[src/rtl/dmem_arb_pkg.sv]
// Shared encodings for the dual-core data-memory arbiter.
package dmem_arb_pkg;

  typedef enum logic [1:0] {
    ST_IDLE = 2'd0,
    ST_BUSY = 2'd1,
    ST_RESP = 2'd2
  } state_e;

  localparam logic CORE0 = 1'b0;
  localparam logic CORE1 = 1'b1;

  // Wide enough for MEM_LAT-1 over the legal latency range 1..15.
  localparam int unsigned CNT_W = 4;

endpackage

[src/rtl/rr_pick2.sv]
// Two-way round-robin selector: on a tie the core that did not win last time is chosen.
module rr_pick2
  import dmem_arb_pkg::*;
(
  input  logic req0,
  input  logic req1,
  input  logic last,
  output logic gnt_valid,
  output logic gnt_id
);

  always_comb begin
    gnt_valid = req0 | req1;
    gnt_id    = CORE0;
    if (req0 && req1) begin
      gnt_id = (last == CORE0) ? CORE1 : CORE0;
    end else if (req1) begin
      gnt_id = CORE1;
    end
  end

endmodule

[src/rtl/dmem_arbiter.sv]
// Shares one single-port data memory between two cores, one fixed-latency access in flight.
module dmem_arbiter
  import dmem_arb_pkg::*;
#(
  parameter int unsigned ADDR_W  = 32,
  parameter int unsigned DATA_W  = 32,
  parameter int unsigned MEM_LAT = 1
) (
  input  logic              clk,
  input  logic              rst_n,
  input  logic              req0,
  input  logic              we0,
  input  logic [ADDR_W-1:0] addr0,
  input  logic [DATA_W-1:0] wdata0,
  input  logic              req1,
  input  logic              we1,
  input  logic [ADDR_W-1:0] addr1,
  input  logic [DATA_W-1:0] wdata1,
  output logic              ack0,
  output logic [DATA_W-1:0] rdata0,
  output logic              ack1,
  output logic [DATA_W-1:0] rdata1,
  output logic              mem_en,
  output logic              mem_we,
  output logic [ADDR_W-1:0] mem_addr,
  output logic [DATA_W-1:0] mem_wdata,
  input  logic [DATA_W-1:0] mem_rdata,
  output logic              busy
);

  localparam logic [CNT_W-1:0] CNT_INIT = CNT_W'(MEM_LAT - 1);

  state_e            state_q, state_d;
  logic [CNT_W-1:0]  cnt_q, cnt_d;
  logic              last_q, last_d;
  logic              sel_q, sel_d;
  logic              we_q, we_d;
  logic              ack0_q, ack0_d;
  logic              ack1_q, ack1_d;
  logic [DATA_W-1:0] rdata0_q, rdata0_d;
  logic [DATA_W-1:0] rdata1_q, rdata1_d;
  logic              mem_en_q, mem_en_d;
  logic              mem_we_q, mem_we_d;
  logic [ADDR_W-1:0] mem_addr_q, mem_addr_d;
  logic [DATA_W-1:0] mem_wdata_q, mem_wdata_d;
  logic              busy_q, busy_d;

  logic gnt_valid;
  logic gnt_id;

  rr_pick2 u_pick (
    .req0      (req0),
    .req1      (req1),
    .last      (last_q),
    .gnt_valid (gnt_valid),
    .gnt_id    (gnt_id)
  );

  // Next-state and registered-output logic; memory operands double as the latched request.
  always_comb begin
    state_d     = state_q;
    cnt_d       = cnt_q;
    last_d      = last_q;
    sel_d       = sel_q;
    we_d        = we_q;
    ack0_d      = 1'b0;
    ack1_d      = 1'b0;
    rdata0_d    = rdata0_q;
    rdata1_d    = rdata1_q;
    mem_en_d    = mem_en_q;
    mem_we_d    = mem_we_q;
    mem_addr_d  = mem_addr_q;
    mem_wdata_d = mem_wdata_q;

    unique case (state_q)
      ST_IDLE: begin
        if (gnt_valid) begin
          state_d     = ST_BUSY;
          sel_d       = gnt_id;
          last_d      = gnt_id;
          cnt_d       = CNT_INIT;
          we_d        = (gnt_id == CORE1) ? we1 : we0;
          mem_en_d    = 1'b1;
          mem_we_d    = (gnt_id == CORE1) ? we1 : we0;
          mem_addr_d  = (gnt_id == CORE1) ? addr1 : addr0;
          mem_wdata_d = (gnt_id == CORE1) ? wdata1 : wdata0;
        end
      end
      ST_BUSY: begin
        if (cnt_q != '0) begin
          cnt_d = cnt_q - CNT_W'(1);
        end else begin
          // Final latency cycle: mem_rdata is only trusted here.
          state_d  = ST_RESP;
          mem_en_d = 1'b0;
          mem_we_d = 1'b0;
          if (!we_q) begin
            if (sel_q == CORE1) rdata1_d = mem_rdata;
            else                rdata0_d = mem_rdata;
          end
          if (sel_q == CORE1) ack1_d = 1'b1;
          else                ack0_d = 1'b1;
        end
      end
      ST_RESP: begin
        state_d = ST_IDLE;
      end
      default: begin
        state_d  = ST_IDLE;
        mem_en_d = 1'b0;
        mem_we_d = 1'b0;
      end
    endcase

    busy_d = (state_d != ST_IDLE);
  end

  always_ff @(posedge clk or negedge rst_n) begin
    if (!rst_n) begin
      state_q     <= ST_IDLE;
      cnt_q       <= '0;
      last_q      <= CORE1;
      sel_q       <= CORE0;
      we_q        <= 1'b0;
      ack0_q      <= 1'b0;
      ack1_q      <= 1'b0;
      rdata0_q    <= '0;
      rdata1_q    <= '0;
      mem_en_q    <= 1'b0;
      mem_we_q    <= 1'b0;
      mem_addr_q  <= '0;
      mem_wdata_q <= '0;
      busy_q      <= 1'b0;
    end else begin
      state_q     <= state_d;
      cnt_q       <= cnt_d;
      last_q      <= last_d;
      sel_q       <= sel_d;
      we_q        <= we_d;
      ack0_q      <= ack0_d;
      ack1_q      <= ack1_d;
      rdata0_q    <= rdata0_d;
      rdata1_q    <= rdata1_d;
      mem_en_q    <= mem_en_d;
      mem_we_q    <= mem_we_d;
      mem_addr_q  <= mem_addr_d;
      mem_wdata_q <= mem_wdata_d;
      busy_q      <= busy_d;
    end
  end

  assign ack0      = ack0_q;
  assign ack1      = ack1_q;
  assign rdata0    = rdata0_q;
  assign rdata1    = rdata1_q;
  assign mem_en    = mem_en_q;
  assign mem_we    = mem_we_q;
  assign mem_addr  = mem_addr_q;
  assign mem_wdata = mem_wdata_q;
  assign busy      = busy_q;

endmodule

[config.mk]
export PLATFORM = sky130hd
export DESIGN_NAME = dmem_arbiter
export DESIGN_NICKNAME = d
export VERILOG_FILES = /design/src/rtl/dmem_arb_pkg.sv /design/src/rtl/rr_pick2.sv /design/src/rtl/dmem_arbiter.sv
export SDC_FILE = /design/constraint.sdc
export NUM_CORES = 1
export LEC_CHECK = 0
export ABC_AREA = 1
export CAP_MARGIN = 20
export CORE_UTILIZATION = 44
export CTS_CLUSTER_SIZE = 12
export DETAILED_ROUTE_END_ITERATION = 8
export PLACE_DENSITY = 0.93
export SYNTH_ARGS = -nofsm -noshare
export SYNTH_HDL_FRONTEND = slang
export SYNTH_SLANG_ARGS = --single-unit
export TNS_END_PERCENT = 5
[constraint.sdc]
create_clock -name clk -period 3.5 [get_ports clk]
set_clock_uncertainty 0.15 [all_clocks]
set_input_delay 0.7 -clock clk [delete_from_list [all_inputs] [get_ports clk]]
set_output_delay 0.7 -clock clk [all_outputs]
set_load 0.02 [all_outputs]
**Word-level counts from Yosys, hierarchy flattened**

Index checks and enable logic that the tools add are counted.

- Input bits: 166
- Flip-flop bits (word level): 142
- Word-level logic and storage cells: 58

- Equal/unequal tests: 5
- Mux-type cells: 23
- Bitwise operators: 5
- Reduce and logical (&&, ||, !) cells: 10
- $add $sub $neg: 1

Operators by type and width:

| kind | count |
|---|---|
| 32-bit two-way mux | 2 |
| 1-bit two-way mux | 13 |
| 4-bit two-way mux | 2 |
| 4-bit one-hot mux with 2 select lines | 1 |
| 4-bit AND reduction | 2 |
| 2-bit != test (second input constant) | 3 |
| 1-bit one-hot mux with 3 select lines | 2 |
| 3-bit AND reduction | 2 |
| 2-bit two-way mux | 2 |
| 1-bit NOT | 4 |
| 2-bit one-hot mux with 2 select lines | 1 |
| 2-bit nonzero test | 2 |
| 4-bit nonzero test | 1 |
| 4-bit by 1-bit subtractor with 4-bit output (second input constant) | 1 |
| 2-bit by 1-bit == test with 1-bit output (second input constant) | 1 |
| 2-bit == test (second input constant) | 1 |
| 2-bit zero test | 1 |
| 2-bit AND reduction | 1 |
| 1-bit logical AND | 1 |
| 1-bit bitwise OR | 1 |

**Longest topological paths before layout**

- Depth in word-level cells: 5
- Gate-level depth with buffers: 8
- Mapped depth without buffers: 7

**Modules after synthesis**

From an unflattened synthesis, not the netlist that was laid out.

- Cell total of the unflattened synthesis: 694
- Area, all modules: 5936.9 sq um

By module, submodules not included:

| module | instances | sequential area each (sq um) | cells an instance | area each (sq um) |
|---|---|---|---|---|
| dmem_arbiter | 1 | 3554.7 | 691 | 5921.9 |
| rr_pick2 | 1 | 0.0 | 3 | 15.0 |

**Least setup slack after synthesis**

No wires, ideal clock.

- Kind: input -> register
- Start point: input req1
- End point: register cnt_q[1]
- Stages: 7
- Required time: 3223 ps
- Path slack: 1811 ps
- Path buffers: 1
- Arrival time: 1412 ps
- Cells stage by stage: nor2_1 nor2_1 nand2_1 buf_4 nand2_1 nand2_1 o21ai_0

- Cells in the longest elaborated chain, start to end: 3

RTL lines:

| element | RTL line | source |
|---|---|---|
| start: declaration | dmem_arbiter.sv:15 | `input logic req1,` |
| 1-bit bitwise OR | rr_pick2.sv:13 | `gnt_valid = req0 \| req1;` |
| 2-bit != test (no line) | - |  |
| 3-bit AND reduction (no line) | - |  |
| end signal: assignment | dmem_arbiter.sv:136 | `cnt_q <= cnt_d;` |
| end: declaration | dmem_arbiter.sv:34 | `logic [CNT_W-1:0] cnt_q, cnt_d;` |

No other way between the ends.
A chain may end at the register's enable or synchronous reset.

**Final worst setup path**

- Start point: register mem_wdata_q[31], in the netlist mem_wdata[31]
- End point: output mem_wdata[31]

RTL lines:

| element | RTL line | source |
|---|---|---|
| start: declaration | dmem_arbiter.sv:45 | `logic [DATA_W-1:0] mem_wdata_q, mem_wdata_d;` |
| start signal: assignment | dmem_arbiter.sv:147 | `mem_wdata_q <= mem_wdata_d;` |
| end: declaration | dmem_arbiter.sv:26 | `output logic [DATA_W-1:0] mem_wdata,` |

No word-level cell between the ends.

==> results_dict.tcl <==
set metrics [dict create \
    final_hold_viol_count 0 \
    dp.cells 1135 \
    ys_top_cells_by_count "278 x nand2_1, 141 x dfrtp_1, 79 x o21ai_0, 75 x nor2_1, 55 x o21ai_1" \
    drtIter0Drc 441 \
    multi_input_comb_area_mm2 0.00214 \
    h-tree-depth 4 \
    status "completed" \
    synth_seq_area_share 0.596 \
    synth_area_per_cell_um2 8.61 \
    fin_cells 1169 \
    timing.hold.ws_ns 0.149 \
    cts_buffers 17 \
    die_h_um 118 \
    setup.worst_path.end_class "output pin" \
    cts.path.max_buffers 2 \
    drt-total-wl_um 18900 \
    antenna_found_initial 2 \
    reg2reg_from "cnt_q[0]" \
    path_max_fanout 2 \
    insertion_delay_ns 0.41 \
    nets 1146 \
    rsz0062_at_grt "false" \
    finalSetupViolCount 0 \
    drc 0 \
    via_per_inst 5.17 \
    worst_setup_path_start_kind "flip-flop" \
    coreArea_mm2 0.0132 \
    io_buffer_count 298 \
    synth_area_leaders "dfrtp_1 59%, nand2_1 17%, o21ai_0 6.6%" \
    dieArea_mm2 0.0140 \
    cts.repair.resized 0 \
    crit_arrival_ns 1.47 \
    min_path_type "in -> async" \
    vias 6042 \
    grt_usage 0.279 \
    clock_sinks 142 \
    postCtsHoldBufs 0 \
    reg2reg_depth 7 \
    path_class "reg -> out" \
    io-pin-count 299 \
    ys_async_sr_fraction 1.00 \
    crit_end "mem_wdata[31]" \
    slew_violations 0 \
    n_fill_cell 963 \
    worstMarginPinSlew_ns 0.755 \
    maxSlewHeadroom 0.495 \
    wl_per_cell_um 16.1 \
    rows 42 \
    crit_family "buffers and inverters" \
    cp_data_required_time_ns 2.65 \
    synthFlopType "dfrtp_1" \
    synth-edff-count 0 \
    reg2reg_setup_slack_ns 1.26 \
    cts_setup_buffers 0 \
    cts_tree "built" \
    gp_routability_congestion 0.812 \
    clk_pin_slew_ns 0.06 \
    critical_path_buf_inv_count 1 \
    antenna_left 0 \
    initial_core_util 0.450 \
    grt_overflow_total 0 \
    grt_pass1_wl_um 30200 \
    tns_ns 0 \
    max_stage_delay_ns 0.71 \
    p_total_w 0.00941 \
    period_share 0.664 \
    synth_cells 693 \
    root_buffer "clkbuf_16" \
    layout_setup_ws_ns 1.18 \
    yosys.area.top_type "dfrtp_1" \
    startpoint "mem_wdata[31]" \
    dr.pass1.iters 5 \
    ir_drop_mv 0.450 \
    drv_cap 0 \
    drive_gt1_frac 0.0535 \
    p_leak_nw 4.38 \
    cpMaxStageDelayCell "clkdlybuf4s50_1" \
    die_x_um 118 \
    synthesis.area_mm2 0.00596 \
    power_density_mw_per_mm2 972 \
    yosys_warnings 0 \
    synth_cell_types 21 \
    grt_max_degree 78 \
    synth.most_common_cell "nand2_1" \
    dpl.hpwl_um 13100 \
    syn_to_final_growth_pct 62.3 \
    grt_pass1_vias 6020 \
    regToRegEndpoint "rdata0[20]" \
    fmax_mhz 430 \
    path_cells "clkdlybuf4s50_1" \
    dp_worst_setup_slack_ns 1.01 \
    ys_ff_latch 142 \
    syn_nets 861 \
    regArea_mm2 0.00355 \
    cp_num_cells 1 \
    synth_top_cell_area_share 0.592 \
    min_period_ns 2.32 \
]
-- state kept, by name (all words and copies together) (netlist names) --
signal     flops
rdata0        32
state_q        2
rdata1        32
busy           1
cnt_q          4
ack0           1
ack1           1
sel_q          1
mem_addr      32
mem_wdata     32
last_q         1
mem_we         1
mem_en         1
we_q           1
-- stage by stage --
step           area (µm²)  utilization
2_1_floorplan        5960            -
3_3_place_gp         9030        0.682
3_5_place_dp         9030        0.682
4_1_cts              9680        0.731
5_1_grt              9680        0.731
6_report             9680        0.731
-- logic make-up (layout without fill, tap and decap cells) --
group           Yosys count  count (layout)  share of synthesized area
compound gates          134             134                      0.112
xor+xnor                  1               1                    0.00147
fa+ha+maj                 2               2                    0.00419
buf+inv                  49             347                     0.0464
flops                   142             142                      0.596
other cells               0               2                          0
simple gates            365             365                      0.240
-- report_power, final --
part / switching (W) / internal, W / total [W]
clock: 0.000677 / 0.00127 / 0.00194
sequential: 0.000475 / 0.00247 / 0.00295
combinational: 0.00254 / 0.00199 / 0.00452
total: 0.00369 / 0.00573 / 0.00941
-- area by class of cell --
class                           instances  share of cell area
Multi-Input combinational cell        502               0.221
Clock buffer                           22              0.0500
Tap cell                              176              0.0227
Sequential cell                       142               0.367
Antenna cell                            2            0.000517
Timing Repair Buffer                  306               0.318
Clock inverter                         10              0.0164
Inverter                                9             0.00349
-- how the worst min path moves through the flow --
stage / slack, ns / startpoint / end
6_report: 0.15 / rst_n / rdata0[26]
5_1_grt: 0.21 / rst_n / rdata0[30]
4_1_cts: 0.18 / rst_n / rdata0[30]
3_5_place_dp: 0.31 / rdata0[25] / rdata0[25]
3_3_place_gp: 0.30 / rdata0[0] / rdata0[0]
2_1_floorplan: 0.25 / rst_n / ack0
-- cell usage in the layout (no fill, tap or decap), drive strengths merged --
cell type	n
dfrtp	141
clkinvlp	2
nand2	278
clkbuf	22
buf	9
ha	2
nor2	78
clkdlybuf4s50	297
clkinv	4
inv	9
xnor2	1
o21ai	134
dfstp	1
nand4	1
bufinv	4
diode	2
or2	1
nor3	2
nand3	5
-- layer usage --
| layer | vias up | global-route usage | wire (µm) |
|---|---|---|---|
| met2 | 270 | 0.469 | 9420 |
| li1 | 2783 | - | - |
| met1 | 2937 | 0.318 | 7210 |
| met3 | 52 | 0.0840 | 1460 |
| met5 | - | 0 | 0 |
| met4 | 0 | 0.156 | 786 |
Note: power is estimated with default switching activity, not from simulation.
